## config.mk

```make
export PLATFORM = sky130hd
export DESIGN_NAME = bin_to_bcd_seq
export DESIGN_NICKNAME = d
export VERILOG_FILES = /design/src/rtl/bin_to_bcd_seq.sv
export SDC_FILE = /design/constraint.sdc
export NUM_CORES = 1
export LEC_CHECK = 0
export ABC_AREA = 0
export BUFFER_PORTS_ARGS = -buffer_cell sky130_fd_sc_hd__clkbuf_2
export CORE_UTILIZATION = 57
export CTS_BUF_LIST = sky130_fd_sc_hd__clkbuf_16
export DETAILED_ROUTE_END_ITERATION = 8
export GPL_ROUTABILITY_DRIVEN = 0
export PLACE_DENSITY = 0.84
export SLEW_MARGIN = 10
export SYNTH_ARGS = -nofsm -noshare
export SYNTH_HDL_FRONTEND = slang
export SYNTH_SLANG_ARGS = --single-unit
```

## constraint.sdc

```tcl
create_clock -name clk -period 2.5 [get_ports clk]
set_clock_uncertainty 0.05 [all_clocks]
set_input_delay 0.25 -clock clk [delete_from_list [all_inputs] [get_ports clk]]
set_output_delay 0.25 -clock clk [all_outputs]
set_load 0.02 [all_outputs]
```

## src/rtl/bin_to_bcd_seq.sv

```systemverilog
// Sequential binary-to-packed-BCD converter (shift-add-3), one input bit per clock.
// Feeds the score/credit display path; valid/ready handshake on both sides.

// One BCD digit of the double-dabble chain: add-3 adjust, then shift left by one.
module bin_to_bcd_digit (
    input  logic [3:0] din,
    input  logic       cin,
    output logic [3:0] dout,
    output logic       cout
);
    logic [3:0] adj;

    // din <= 9 on entry, so the +3 result never exceeds 4'd12
    always_comb begin
        adj  = (din >= 4'd5) ? din + 4'd3 : din;
        dout = {adj[2:0], cin};
        cout = adj[3];
    end
endmodule

module bin_to_bcd_seq #(
    parameter int XLEN   = 8,
    parameter int DIGITS = 3
) (
    input  logic                clk,
    input  logic                rst,
    input  logic                in_valid,
    output logic                in_ready,
    input  logic [XLEN-1:0]     in_data,
    output logic                out_valid,
    input  logic                out_ready,
    output logic [4*DIGITS-1:0] out_bcd,
    output logic                out_ovf
);
    localparam int CW = $clog2(XLEN + 1);

    typedef enum logic [1:0] {
        IDLE  = 2'd0,
        SHIFT = 2'd1,
        DONE  = 2'd2
    } state_t;

    state_t                 state, state_nxt;
    logic [XLEN-1:0]        bin_sr;
    logic [DIGITS-1:0][3:0] bcd;
    logic [DIGITS-1:0][3:0] bcd_nxt;
    logic [DIGITS:0]        carry;
    logic [CW-1:0]          cnt;
    logic                   ovf;
    logic                   last;

    // Carry chain: binary MSB enters digit 0, top digit's bit 3 falls off the end
    assign carry[0] = bin_sr[XLEN-1];

    bin_to_bcd_digit u_dig [DIGITS-1:0] (
        .din  (bcd),
        .cin  (carry[DIGITS-1:0]),
        .dout (bcd_nxt),
        .cout (carry[DIGITS:1])
    );

    assign last      = (cnt == CW'(1));
    assign in_ready  = (state == IDLE);
    assign out_valid = (state == DONE);
    assign out_bcd   = bcd;
    assign out_ovf   = ovf;

    always_ff @(posedge clk or posedge rst) begin
        if (rst) state <= IDLE;
        else     state <= state_nxt;
    end

    always_comb begin
        state_nxt = state;
        case (state)
            IDLE:    if (in_valid) state_nxt = SHIFT;
            SHIFT:   if (last)     state_nxt = DONE;
            DONE:    if (out_ready) state_nxt = IDLE;
            default: state_nxt = IDLE;
        endcase
    end

    always_ff @(posedge clk or posedge rst) begin
        if (rst) begin
            bin_sr <= '0;
            bcd    <= '0;
            cnt    <= '0;
            ovf    <= 1'b0;
        end else begin
            case (state)
                IDLE: if (in_valid) begin
                    bin_sr <= in_data;
                    bcd    <= '0;
                    cnt    <= CW'(XLEN);
                    ovf    <= 1'b0;
                end
                SHIFT: begin
                    bcd    <= bcd_nxt;
                    bin_sr <= bin_sr << 1;
                    cnt    <= cnt - CW'(1);
                    // any digit carried past the top means value >= 10^DIGITS
                    if (carry[DIGITS]) ovf <= 1'b1;
                end
                default: ;
            endcase
        end
    end
endmodule
```

* Word level (Yosys, flattened, before mapping) *
Cells that the tools add are included.

storage, ports and cells
  register bits after elaboration = 27
  bits of input ports = 12
  output and inout port bits = 15
  logic and storage cells = 42

cells by class
  add/subtract/negate cells = 4
  order comparisons = 3
  eq/ne operators = 7
  muxes and demuxes = 16
  reductions and logical operators = 5

operators by type and width
  cell                 number
  $pmux 12 s2          1
  $mux 4               4
  $pmux 8 s2           1
  $add 4x2->4 const B  3
  $ge 4x3->1 const B   3
  $mux 12              1
  $mux 8               1
  $pmux 4 s2           1
  $mux 2               3
  $pmux 2 s3           1
  $reduce_and 3->1     2
  $eq 4x1->1 const B   1
  $ne 2x1->1 const B   2
  $ne 2x2->1 const B   2
  $sub 4x1->4 const B  1
  $eq 2x1->1 const B   1
  $eq 2x2->1 const B   1
  $logic_not 2->1      1
  $mux 1               2
  $pmux 1 s2           1
  $reduce_and 2->1     1
  $reduce_bool 2->1    1

* Longest topological paths before layout *
Gate-level depths: netlist (run 1).

  word-level depth = 4
  depth in mapped cells = 5
  gate-level depth less buffers = 5

* By module *
Synthesis (run 1) repeated with hierarchy kept, for this count alone.

unflattened totals
  cells, all modules = 159
  area, all modules = 1506.4 sq um

by module, submodules not included
  module            instances  cells an instance  area each (sq um)  seq. area each (sq um)
  bin_to_bcd_seq    1          108                1179.9             675.6
  bin_to_bcd_digit  3          17                 108.9              0.0

* Worst setup path before layout (run 1) *
OpenSTA, ideal clock, no wires.

  kind = reg2reg
  start = reg bcd (netlist bit out_bcd[8])
  end = reg ovf (netlist: out_ovf)
  library setup time = 0.095 ns
  data arrival time = 1.334 ns
  data required time = 2.355 ns
  path slack = 1.021 ns
  stages on the path, launching flop included = 6
  path buffers = 0
  period minus slack after synthesis = 1.479 ns
  path through = dfrtp_1 -> inv_1 -> ha_1 -> nor2b_1 -> o21a_1 -> o31ai_1

between the ends
  longest elaborated chain between the ends = 4
  elaborated cells between the ends (all ways) = 5
  those cells by class = add/sub: 1; order compare: 1; eq/ne: 1; mux: 1; reduce/logical: 1

ends and longest elaborated chain
  what                                              line  text
  from (decl)                                       45    logic [DIGITS-1:0][3:0] bcd;
  from (signal assigned)                            98    bcd <= bcd_nxt;
  $add 4x2->4 / $ge 4x3->1 (equally long branches)  15    adj = (din >= 4'd5) ? din + 4'd3 : din;
  $mux 4 *                                          15
  $ne 2x1->1 (no line) *                            -
  $reduce_and 3->1 (no line) *                      -
  to (signal assigned)                              88    ovf <= 1'b0;
  to (signal assigned)                              95    ovf <= 1'b0;
  to (signal assigned)                              102   if (carry[DIGITS]) ovf <= 1'b1;
  to (decl)                                         49    logic ovf;

Mark *: on every way between the ends. The rest lies on a longest branch, timed or not.
A chain may end at the register's enable or synchronous reset.

* Worst setup path in the final report (run 1) *
  start = reg state[0]
  end = reg bcd (netlist bit out_bcd[11])

between the ends
  longest elaborated chain between the ends = 3
  elaborated cells between the ends (all ways) = 6
  those cells by class = eq/ne: 2; mux: 1; reduce/logical: 3

ends and longest elaborated chain
  what                                                              line  text
  from (decl)                                                       43    state_t state, state_nxt;
  from (signal assigned)                                            70    else state <= state_nxt;
  $eq 2x1->1 / $logic_not 2->1 (equally long branches)              90    case (state)
  $reduce_bool 2->1 (no line) / $ne 2x2->1 (equally long branches)  -
  $reduce_and 2->1 (no line)                                        -

Several ways; a longest one is shown, not always the timed one.

==> key figures, run 1 <==
Outcome
  – Outcome: finished, final reports clean

Route
  – Drc violations: 0
  – Routed vias: 1,255
  – Iter 0 DRT Violations: 19
  – Routed vias/inst: around 5.9
  – Routed Antenna Nets: 0
  – WL per Instance: 14.5 um
  – Initial DRT Pass Iterations: 5
  – Drt total wl: between 3 and 4 mm

Power and ir drop
  – Pwr/cell area: 1390 mW/mm2
  – Maximum vdd drop: roughly 1.1 mV
  – Leakage: 0.839 nW

Worst setup path
  – Reg2Reg Setup Slack: 0.83 ns
  – Critical Path Source Type: flip-flop
  – Worst flop-to-flop path startpoint: state[0]
  – R2R Path End: out_bcd[11]
  – Crit Path Class: reg2reg
  – Worst Setup End Kind: flip-flop
  – Worst Path Required: 2.60 ns
  – WP data arrival: between 1.5 and 2 ns
  – Worst-path maximum fanout: 21
  – Worst R2R Path Depth: 3

Hold path
  – Hold_sp: out_ready
  – Hold Path End: state[1]
  – WHS Path Cells: 2
  – Hold Crit Class: in2reg

STA
  – Fin. max-slew vios: 0
  – Final Setup Violations: 0
  – Final count of hold timing violations: 0
  – RSZ-0062 raised after global routing: false
  – F_max: 599 MHz
  – Max transition margin: 67.8%
  – Final worst path period need: 1.67 ns
  – Worst-margin pin slew: ~0.48 ns
  – Setup tns final: 0 ns
  – Fin crit share: about two thirds

Synthesis
  – Main synth FF type: dfrtp_1
  – EDFF count, synth: 0
  – Mapped Cells: 158
  – Synth Warn #: 0
  – Sequential area share after synthesis: 44.7%
  – Post-Syn Area per Cell: 9.57 um2
  – Async S/R FF share, synth: 100%
  – Syn nets: approximately 180
  – Unique masters post-synth: 34
  – Mapped Area: 0.00151 mm2
  – Yosys reg bits: 27

Final layout
  – Filler instances: 190
  – Design Area, Final: 0.00172 mm2
  – # diodes: 0
  – Layout cells sized above 1: a little under a fifth
  – Fin nets: 204
  – Area Overhead vs Synth: 13.9%

Clock tree
  – TritonCTS clock tree: built
  – CTS Sinks: 27
  – CTS H-Tree Depth: 1
  – Clk slew on worst S/H paths: 0.07 ns
  – Root buffer selected by CTS: clkbuf_16
  – Clk_lat worst skew: about 0.26 ns
  – CTS buffer count: 3
  – Max Root-Sink Buffers: 2
  – Resize count post-CTS: 0

GRT
  – Total grt overflow: 0
  – Vias in the first global route: 1,128
  – First-pass GRT wire length: ~4.9 mm
  – Largest net degree at the start of global routing: 28
  – GRT Overall Usage: 24.6%
  – Initial antenna violation count: 0

Die
  – Die Wd: 53.5 um
  – FP Rows: 18
  – Effective utilization at floorplan: about three fifths
  – Top Ports: 27
  – Core ar.: between 0.002 and 0.0025 mm2
  – Die area: roughly 0.0029 mm2
  – Die height: about 54 um

Flow run
  – Maxcap violations: 0

Place
  – Hpwl dp: 2.07 mm
  – Port buffer count: 26
  – Area post-placement: approximately 0.0016 mm2
worst max-delay path, stage by stage, from the launching register on:
cell,delay [ns]
dfrtp_1,0.64
o21ba_2,0.50
o31ai_1,0.14
a32o_1,0.22
Yosys cell counts, drive strengths merged, types with 2 or more instances:
library cell | instances | share of area, %
o21a | 3 | 1.5
o221ai | 3 | 1.7
ha | 8 | 6.6
inv | 18 | 4.5
o32ai | 2 | 1.2
o211ai | 3 | 1.5
a21oi | 3 | 0.99
o2111ai | 6 | 3.5
nand2 | 21 | 5.2
and3b | 2 | 1.2
nand2b | 7 | 3.4
dfrtp | 27 | 45
xnor2 | 3 | 1.7
nor2b | 3 | 1.2
nor2 | 9 | 2.2
buf | 7 | 3.6
a32o | 3 | 2.0
o31ai | 4 | 2.0
o21ai | 10 | 3.3
a31oi | 6 | 2.5
state kept, by name, indices dropped and copies added, names as in the netlist:
name	flops
bin_sr	8
cnt	4
out_ovf	1
state	2
out_bcd	12
stage by stage:
step	total power, mW	cells	hold WS [ns]	setup WS (ns)	utilization [%]
global route	2.59	213	0.140	0.733	68.9
floorplan	1.77	158	0.253	1.02	-
detailed placement	2.03	208	0.255	0.873	65.4
finish	2.40	213	0.127	0.830	68.9
global placement	1.97	208	0.251	0.918	65.4
CTS	2.41	213	0.125	0.841	68.9
layout by cell type, fill, tap and decap left out, drive strengths merged, types with 4 or more instances in the layout:
master and count:
dfrtp 27, nand2 21, inv 19, o21ai 10, ha 8, a31oi 6, nand2b 7, o31ai 4
nor2 9, clkbuf 29, o2111ai 6
logic make-up (layout without fill, tap and decap cells):
logic type                 Yosys count  in the layout  share of synthesized area (%)
DFF                                 27             27                           44.7
AOI/OAI and AO/OA                   48             48                           23.1
adders and majority gates            8              8                           6.62
muxes                                2              2                           1.41
buffers and inverters               25             50                           8.02
and+or+nand+nor                     45             45                           14.5
xor gates and xnor gates             3              3                           1.74
area by class of cell:
cell class | count | area [um2] | share of cell area, %
Sequential cell | 27 | 676 | 39.2
Clock buffer | 3 | 75.1 | 4.36
Multi-Input combinational cell | 106 | 716 | 41.5
Timing Repair Buffer | 28 | 148 | 8.57
Clock inverter | 1 | 3.75 | 0.218
Tap cell | 30 | 37.5 | 2.18
Inverter | 18 | 67.6 | 3.92
where the power goes:
group	switching, mW	internal, mW	total [mW]
Clock	0.149	0.214	0.363
Sequential	0.195	0.640	0.835
Combinational	0.705	0.495	1.20
worst max-delay path by stage:
stage	from	slack, ns	end
after detailed placement	state[0]	0.87	out_bcd[11]
after global routing	state[0]	0.73	out_bcd[11]
final	state[0]	0.83	out_bcd[11]
after floorplan	out_bcd[8]	1.02	out_ovf
after CTS	state[0]	0.84	out_bcd[7]
after global placement	state[0]	0.92	out_bcd[11]
layer usage:
metal	track usage [%]	share of wire (%)	vias to the layer above
met5	0	0	-
met4	10.5	0.62	0
met3	3.45	4.0	2
met2	42.9	50	32
met1	29.9	45	612
li1	-	-	609
timing repair:
item                                   4_1_cts  5_1_grt
buffers inserted                             0        0
endpoints found under the hold margin       27        0
hold buffers                                 1        0
No activity file was read; power rests on OpenSTA's default activity.
==> run 2: changes to the inputs <==
- CORE_UTILIZATION: 57 -> 49
- PLACE_DENSITY: 0.84 -> 0.77
- clock period: 2.5 -> 1.4 ns (I/O delays scaled with it)
==> run 2 against run 1 <==
  * The flow now finishes with violations (design-rule violations)
  * Combinational power is 120% higher
  * First-iteration DRC count grew to 2.9 times the previous value
  * Power is 99% higher
  * Sequential power is 74% higher
  * Critical path depth is 2 higher
  * Die area is 16% higher
  * Routed wire length is 6.9% higher
  * Cell area is 12% higher
  * Global-route usage is 2.5 points lower
  * Core utilization is 0.98 points lower
  * Clock-buffer cell count stayed put
  * Worst setup slack worse by 0.82 ns
==> key figures, run 2 (same netlist as run 1, synthesis figures left out) <==
Place
  – Port buffer count: 26 (unchanged)
  – Area post-placement: 0.00176 mm2 (+7.8%)
  – Hpwl dp: 2.34 mm (+13%)

Hold path
  – Hold Crit Class: in2reg

Worst setup path
  – Worst-path maximum fanout: 3 (-86%)
  – Crit Path Class: reg2reg
  – WP data arrival: 1.50 ns (-0.27 ns)
  – Critical Path Source Type: flip-flop
  – Worst Path Required: 1.51 ns (-1.09 ns)
  – Worst Setup End Kind: flip-flop

Power and ir drop
  – Pwr/cell area: 2480 mW/mm2 (+78%)
  – Power Total: 4.76 mW (+99%)
  – Leakage: 0.943 nW (+12%)
  – Maximum vdd drop: 1.70 mV (+61%)

STA
  – Fin. max-slew vios: 0 (unchanged)
  – Fin crit share: 99.2% (+32 points)
  – Final worst path period need: 1.39 ns (-0.281 ns)
  – Final count of hold timing violations: 0 (unchanged)
  – Max transition margin: 77.0% (+9.2 points)
  – F_max: 720 MHz (+20%)
  – Worst-margin pin slew: 0.345 ns (-0.138 ns)
  – RSZ-0062 raised after global routing: true
  – Final Setup Violations: 0 (unchanged)

Clock tree
  – CTS buffer count: 3 (unchanged)
  – CTS Sinks: 27 (unchanged)
  – Root buffer selected by CTS: clkbuf_16
  – Max Root-Sink Buffers: 2 (unchanged)
  – TritonCTS clock tree: built
  – Clk slew on worst S/H paths: 0.07 ns (about the same)
  – CTS H-Tree Depth: 1 (unchanged)
  – Clk_lat worst skew: 0.26 ns (about the same)

Final layout
  – Filler instances: 212 (+12%)
  – Layout cells sized above 1: 33.5% (+14 points)
  – Most common cell after layout, fill and taps aside: clkbuf_2
  – Most frequent cells in the layout: 25 x clkbuf_2, 22 x buf_4, 21 x nand2_1, 21 x dfrtp_1, 17 x inv_1
  – Core Util, Final: 67.9% (-0.98 points)
  – Area Overhead vs Synth: 27.0%
  – Design Area, Final: 0.00192 mm2 (+12%)
  – # diodes: 0 (unchanged)
  – Fin nets: 224 (+9.8%)
  – Number of flip-flops in the largest register: 12 (unchanged)

Route
  – Routed vias/inst: 5.71 (-3.1%)
  – WL per Instance: 14.1 um (-2.7%)
  – Routed Antenna Nets: 0 (unchanged)
  – Drt total wl: 3.30 mm (+6.9%)
  – Iter 0 DRT Violations: 56 (+37)
  – Initial DRT Pass Iterations: 6 (+1)
  – Routed vias: 1,336 (+6.5%)
  – Drc violations: 3 (+3)

Die
  – Effective utilization at floorplan: 53.5% (-7.0 points)
  – Die area: 0.00331 mm2 (+16%)
  – Core ar.: 0.00283 mm2 (+13%)
  – FP Rows: 19 (+1)
  – Die Wd: 57.6 um (+7.6%)
  – Top Ports: 27 (unchanged)
  – Die height: 57.6 um (+7.6%)

GRT
  – Largest net degree at the start of global routing: 28 (unchanged)
  – Vias in the first global route: 1,264 (+12%)
  – GRT Overall Usage: 22.1% (-2.5 points)
  – First-pass GRT wire length: 5.58 mm (+13%)
  – Initial antenna violation count: 0 (unchanged)
  – Total grt overflow: 0 (unchanged)

Flow run
  – Maxcap violations: 0 (unchanged)

Outcome
  – Outcome: finished with violations
  – Failing checks: design-rule violations
[run 2: cell types whose count changed in the layout (fill, tap and decap cells not counted), moves of 2 or more]
cell     delta
nor2b_4     +2
ha_2        +2
dfrtp_2     +6
nor2b_1     -3
ha_1        -2
dfrtp_1     -6
inv_2       +2
inv_1       -2
buf_4      +21
[run 2: cell type report]
type | instances | area, um2 | area share [%]
Timing Repair Buffer | 48 | 300 | 15.6
Tap cell | 31 | 38.8 | 2.02
Sequential cell | 27 | 683 | 35.5
Multi-Input combinational cell | 106 | 753 | 39.2
Inverter | 18 | 67.6 | 3.52
Clock inverter | 1 | 3.75 | 0.195
Clock buffer | 3 | 75.1 | 3.91
[run 2: what timing repair did]
action,CTS,global route
buffers inserted,4,0
endpoints found under the hold margin,27,0
endpoints found under the setup margin,8,16
gates resized for setup,6,9
hold buffers,1,0
pin swaps,0,2
[run 2: power breakdown]
group	switching [mW]	total [mW]	internal, mW
logic	1.42	2.67	1.25
registers	0.289	1.45	1.16
clock network	0.263	0.646	0.383
[run 2: worst max-delay path, cell delays in order, from the launching register on]
cell and delay, ns:
dfrtp_2 0.37, inv_1 0.06, ha_1 0.20, nor2b_2 0.17, o21a_1 0.21, o32ai_1 0.23
[run 2: final timing paths]
| path | start | end | cells past startpoint | slack (ns) |
|---|---|---|---|---|
| worst max register to register | out_bcd[4] | out_bcd[8] | 5 | 0.01 |
| max in group asynchronous | rst | out_bcd[1] | 4 | 0.61 |
| worst min register to register | bin_sr[5] | bin_sr[5] | 2 | 0.46 |
| worst max-delay path | out_bcd[4] | out_bcd[8] | 5 | 0.01 |
| min in group asynchronous | rst | out_bcd[10] | 4 | 0.41 |
| worst min-delay path | out_ready | state[1] | 2 | 0.03 |
[run 2: stage by stage]
| step | hold slack (ns) | instances | setup TNS [ns] | setup slack [ns] |
|---|---|---|---|---|
| floorplan | 0.142 | 158 | -0.0403 | -0.0403 |
| global placement | 0.150 | 225 | 0 | 0.0283 |
| detailed placement | 0.153 | 225 | -0.214 | -0.0768 |
| CTS | 0.0369 | 234 | 0 | 0.0203 |
| global route | 0.0392 | 234 | -0.146 | -0.0445 |
| finish | 0.0271 | 234 | 0 | 0.0113 |
[run 2: layer usage]
layer | vias up | track usage, % | part of all wire (%)
li1 | 651 | - | -
met1 | 648 | 27.9 | 44
met2 | 33 | 39.0 | 52
met3 | 4 | 4.31 | 3.8
met4 | 0 | 5.23 | 0.76
met5 | - | 0 | 0
==> run 3: changes to the inputs <==
- SYNTH_HIERARCHICAL: not set -> 1
==> run 3 against run 2 <==
  * Non-clock buffer count decreased by 7
  * Largest cell class unchanged
  * Power down 1.9%
  * Area after synthesis down 0.41%
  * Clock-buffer cell count unchanged
  * Register-to-register slack hardly changed
  * Routed wire length decreased by 2.4%
  * The run still ends with design-rule violations left
  * Clock power fell by 1%
  * Largest power group unchanged
  * Hold slack better by 0.064 ns
  * Sequential share of layout area is the same
  * Sequential power increased by 3%
  * Via count decreased by 5.4%
==> key figures, run 3 <==
Die
  – Core ar.: 0.00283 mm2 (unchanged)
  – Die Wd: 57.4 um (-0.20%)
  – Effective utilization at floorplan: 53.3% (-0.22 points)
  – Die area: 0.00330 mm2 (-0.40%)
  – Top Ports: 27 (unchanged)
  – FP Rows: 19 (unchanged)
  – Die height: 57.4 um (-0.20%)

GRT
  – First-pass GRT wire length: 5.32 mm (-4.7%)
  – GRT Overall Usage: 20.7% (-1.4 points)
  – Vias in the first global route: 1,229 (-2.8%)
  – Gr busiest metal: met2
  – GR Layer Usage met2: 36.4% (-2.7 points)
  – M3 GR Usage: 3.17% (-1.1 points)
  – Largest net degree at the start of global routing: 28 (unchanged)
  – Initial antenna violation count: 0 (unchanged)
  – Total grt overflow: 0 (unchanged)
  – M1 GR Usage: 25.5% (-2.3 points)

Final layout
  – Design Area, Final: 0.00192 mm2 (unchanged)
  – Number of flip-flops in the largest register: 12 (unchanged)
  – Most common cell after layout, fill and taps aside: clkbuf_2
  – Area Overhead vs Synth: 27.6%
  – Core Util, Final: 67.9% (unchanged)
  – Layout cells sized above 1: 35.1% (+1.6 points)
  – # diodes: 0 (unchanged)
  – Most frequent cells in the layout: 25 x clkbuf_2, 23 x nand2_1, 21 x dfrtp_1, 15 x o21ai_0, 14 x buf_4
  – Fin nets: 215 (-4.0%)

STA
  – RSZ-0062 raised after global routing: true
  – F_max: 722 MHz (+0.21%)
  – Final count of hold timing violations: 0 (unchanged)
  – Fin. max-slew vios: 0 (unchanged)
  – Final worst path period need: 1.39 ns (-0.00293 ns)
  – Worst Hold Slack: 0.0912 ns (+0.0640 ns)
  – Worst Slack Setup Final: 0.0142 ns (+0.00293 ns)
  – Fin crit share: 99.0% (-0.21 points)
  – Max transition margin: 76.7% (-0.27 points)
  – Worst-margin pin slew: 0.349 ns (+0.00406 ns)
  – Final Setup Violations: 0 (unchanged)

Route
  – Drt total wl: 3.23 mm (-2.4%)
  – Routed Antenna Nets: 0 (unchanged)
  – Drc violations: 3 (unchanged)
  – Routed vias: 1,264 (-5.4%)
  – Initial DRT Pass Iterations: 6 (unchanged)
  – WL per Instance: 14.3 um (+1.5%)
  – Routed vias/inst: 5.62 (-1.6%)
  – Iter 0 DRT Violations: 64 (+14%)

Outcome
  – Outcome: finished with violations
  – Failing checks: design-rule violations

Worst setup path
  – Worst-path maximum fanout: 4 (+1)
  – Critical Path Source Type: flip-flop
  – Crit Path Class: reg2reg
  – Worst Path Required: 1.55 ns (+0.04 ns)
  – WP data arrival: 1.54 ns (+0.04 ns)
  – Reg2Reg Setup Slack: 0.01 ns (about the same)
  – Worst Setup End Kind: flip-flop

Clock tree
  – Clk_lat worst skew: 0.26 ns (about the same)
  – TritonCTS clock tree: built
  – CTS buffer count: 3 (unchanged)
  – Max Root-Sink Buffers: 2 (unchanged)
  – CTS H-Tree Depth: 1 (unchanged)
  – Clk slew on worst S/H paths: 0.06 ns (about the same)
  – Root buffer selected by CTS: clkbuf_16
  – CTS Sinks: 27 (unchanged)

Place
  – Setup WS pre-CTS: -0.0295 ns (+0.0473 ns)
  – Port buffer count: 26 (unchanged)
  – Area post-placement: 0.00178 mm2 (+0.78%)
  – Hpwl dp: 2.24 mm (-4.0%)

Synthesis
  – Unique masters post-synth: 24 (-29%)
  – Synth top area share: 44.9% (+0.19 points)
  – Count leader, synth: dfrtp_1
  – Sequential area share after synthesis: 44.9% (+0.19 points)
  – Async S/R FF share, synth: 100% (unchanged)
  – Post-Syn Area per Cell: 9.47 um2 (-1.0%)
  – Mapped Area: 0.00151 mm2 (-0.41%)
  – Yosys reg bits: 27 (unchanged)
  – Synth top area cells: dfrtp_1 45%, a22o_1 7.6%, ha_1 6.6%
  – Commonest cells post-synth: 27 x dfrtp_1, 23 x nand2_1, 15 x o21ai_0, 13 x a22o_1, 10 x inv_1
  – Mapped Cells: 159 (+0.63%)
  – Synth Warn #: 6 (+6)
  – Main synth FF type: dfrtp_1
  – EDFF count, synth: 0 (unchanged)
  – Cell accounting for the most synthesized area: dfrtp_1
  – Syn nets: 179 (+0.56%)

Flow run
  – Maxcap violations: 0 (unchanged)

Power and ir drop
  – Pwr/cell area: 2430 mW/mm2 (-1.9%)
  – Maximum vdd drop: 1.14 mV (-33%)
  – Leakage: 0.954 nW (+1.1%)
  – Power Total: 4.67 mW (-1.9%)

Hold path
  – Hold Crit Class: in2reg
run 3: report_power, final:
part / total [mW] / internal, mW / switching (mW)
clock: 0.639 / 0.382 / 0.257
sequential: 1.49 / 1.13 / 0.358
combinational: 2.54 / 1.23 / 1.31
total: 4.67 / 2.75 / 1.92
run 3: repair_timing:
action | 4_1_cts | 5_1_grt
pin swaps | 0 | 1
hold endpoints to repair | 27 | 0
hold buffers | 1 | 0
resized for setup | 2 | 6
buffers inserted | 0 | 2
endpoints found under the setup margin | 2 | 7
run 3: critical path, cell delays in order (launching register included):
cell,delay [ns]
dfrtp_2,0.39
inv_2,0.07
ha_2,0.17
nand2b_4,0.15
a21oi_4,0.15
mux2i_1,0.22
a22o_1,0.14
run 3: final timing paths:
check                      startpoint           to  cells past startpoint
min in group asynchronous         rst    bin_sr[0]                      4
min                         out_ready     state[1]                      3
max                        out_bcd[9]  out_bcd[10]                      6
max reg2reg                out_bcd[9]  out_bcd[10]                      6
max in group asynchronous         rst   out_bcd[4]                      4
min reg2reg                 bin_sr[7]    bin_sr[7]                      2
run 3: per-layer routing:
metal	vias up	routed length, um
li1	614	-
met1	614	1390
met2	31	1690
met3	5	112
met4	0	34
met5	-	0
run 3: final cells by class:
class                      count  area, um2
fill                         197        907
multi-input combinational    112        836
sequential                    27        683
timing repair buffer          41        245
clock buffer                   3       75.1
inverter                      10       40.0
tap                           31       38.8
clock inverter                 1       3.75
run 3: per-stage QoR:
step           setup TNS, ns  instances
2_1_floorplan              0        159
3_3_place_gp               0        218
3_5_place_dp         -0.0368        218
4_1_cts                    0        223
5_1_grt               -0.159        225
6_report                   0        225
run 3: logic make-up after synthesis:
group / Yosys count / share of synthesized area (%)
AND/OR/NAND/NOR: 51 / 17.7
XOR/XNOR: 3 / 1.74
adder cells (fa/ha/maj): 8 / 6.64
multiplexers: 4 / 2.74
AO/OA/AOI/OAI: 46 / 20.0
flip-flops: 27 / 44.9
buffers and inverters: 20 / 6.31
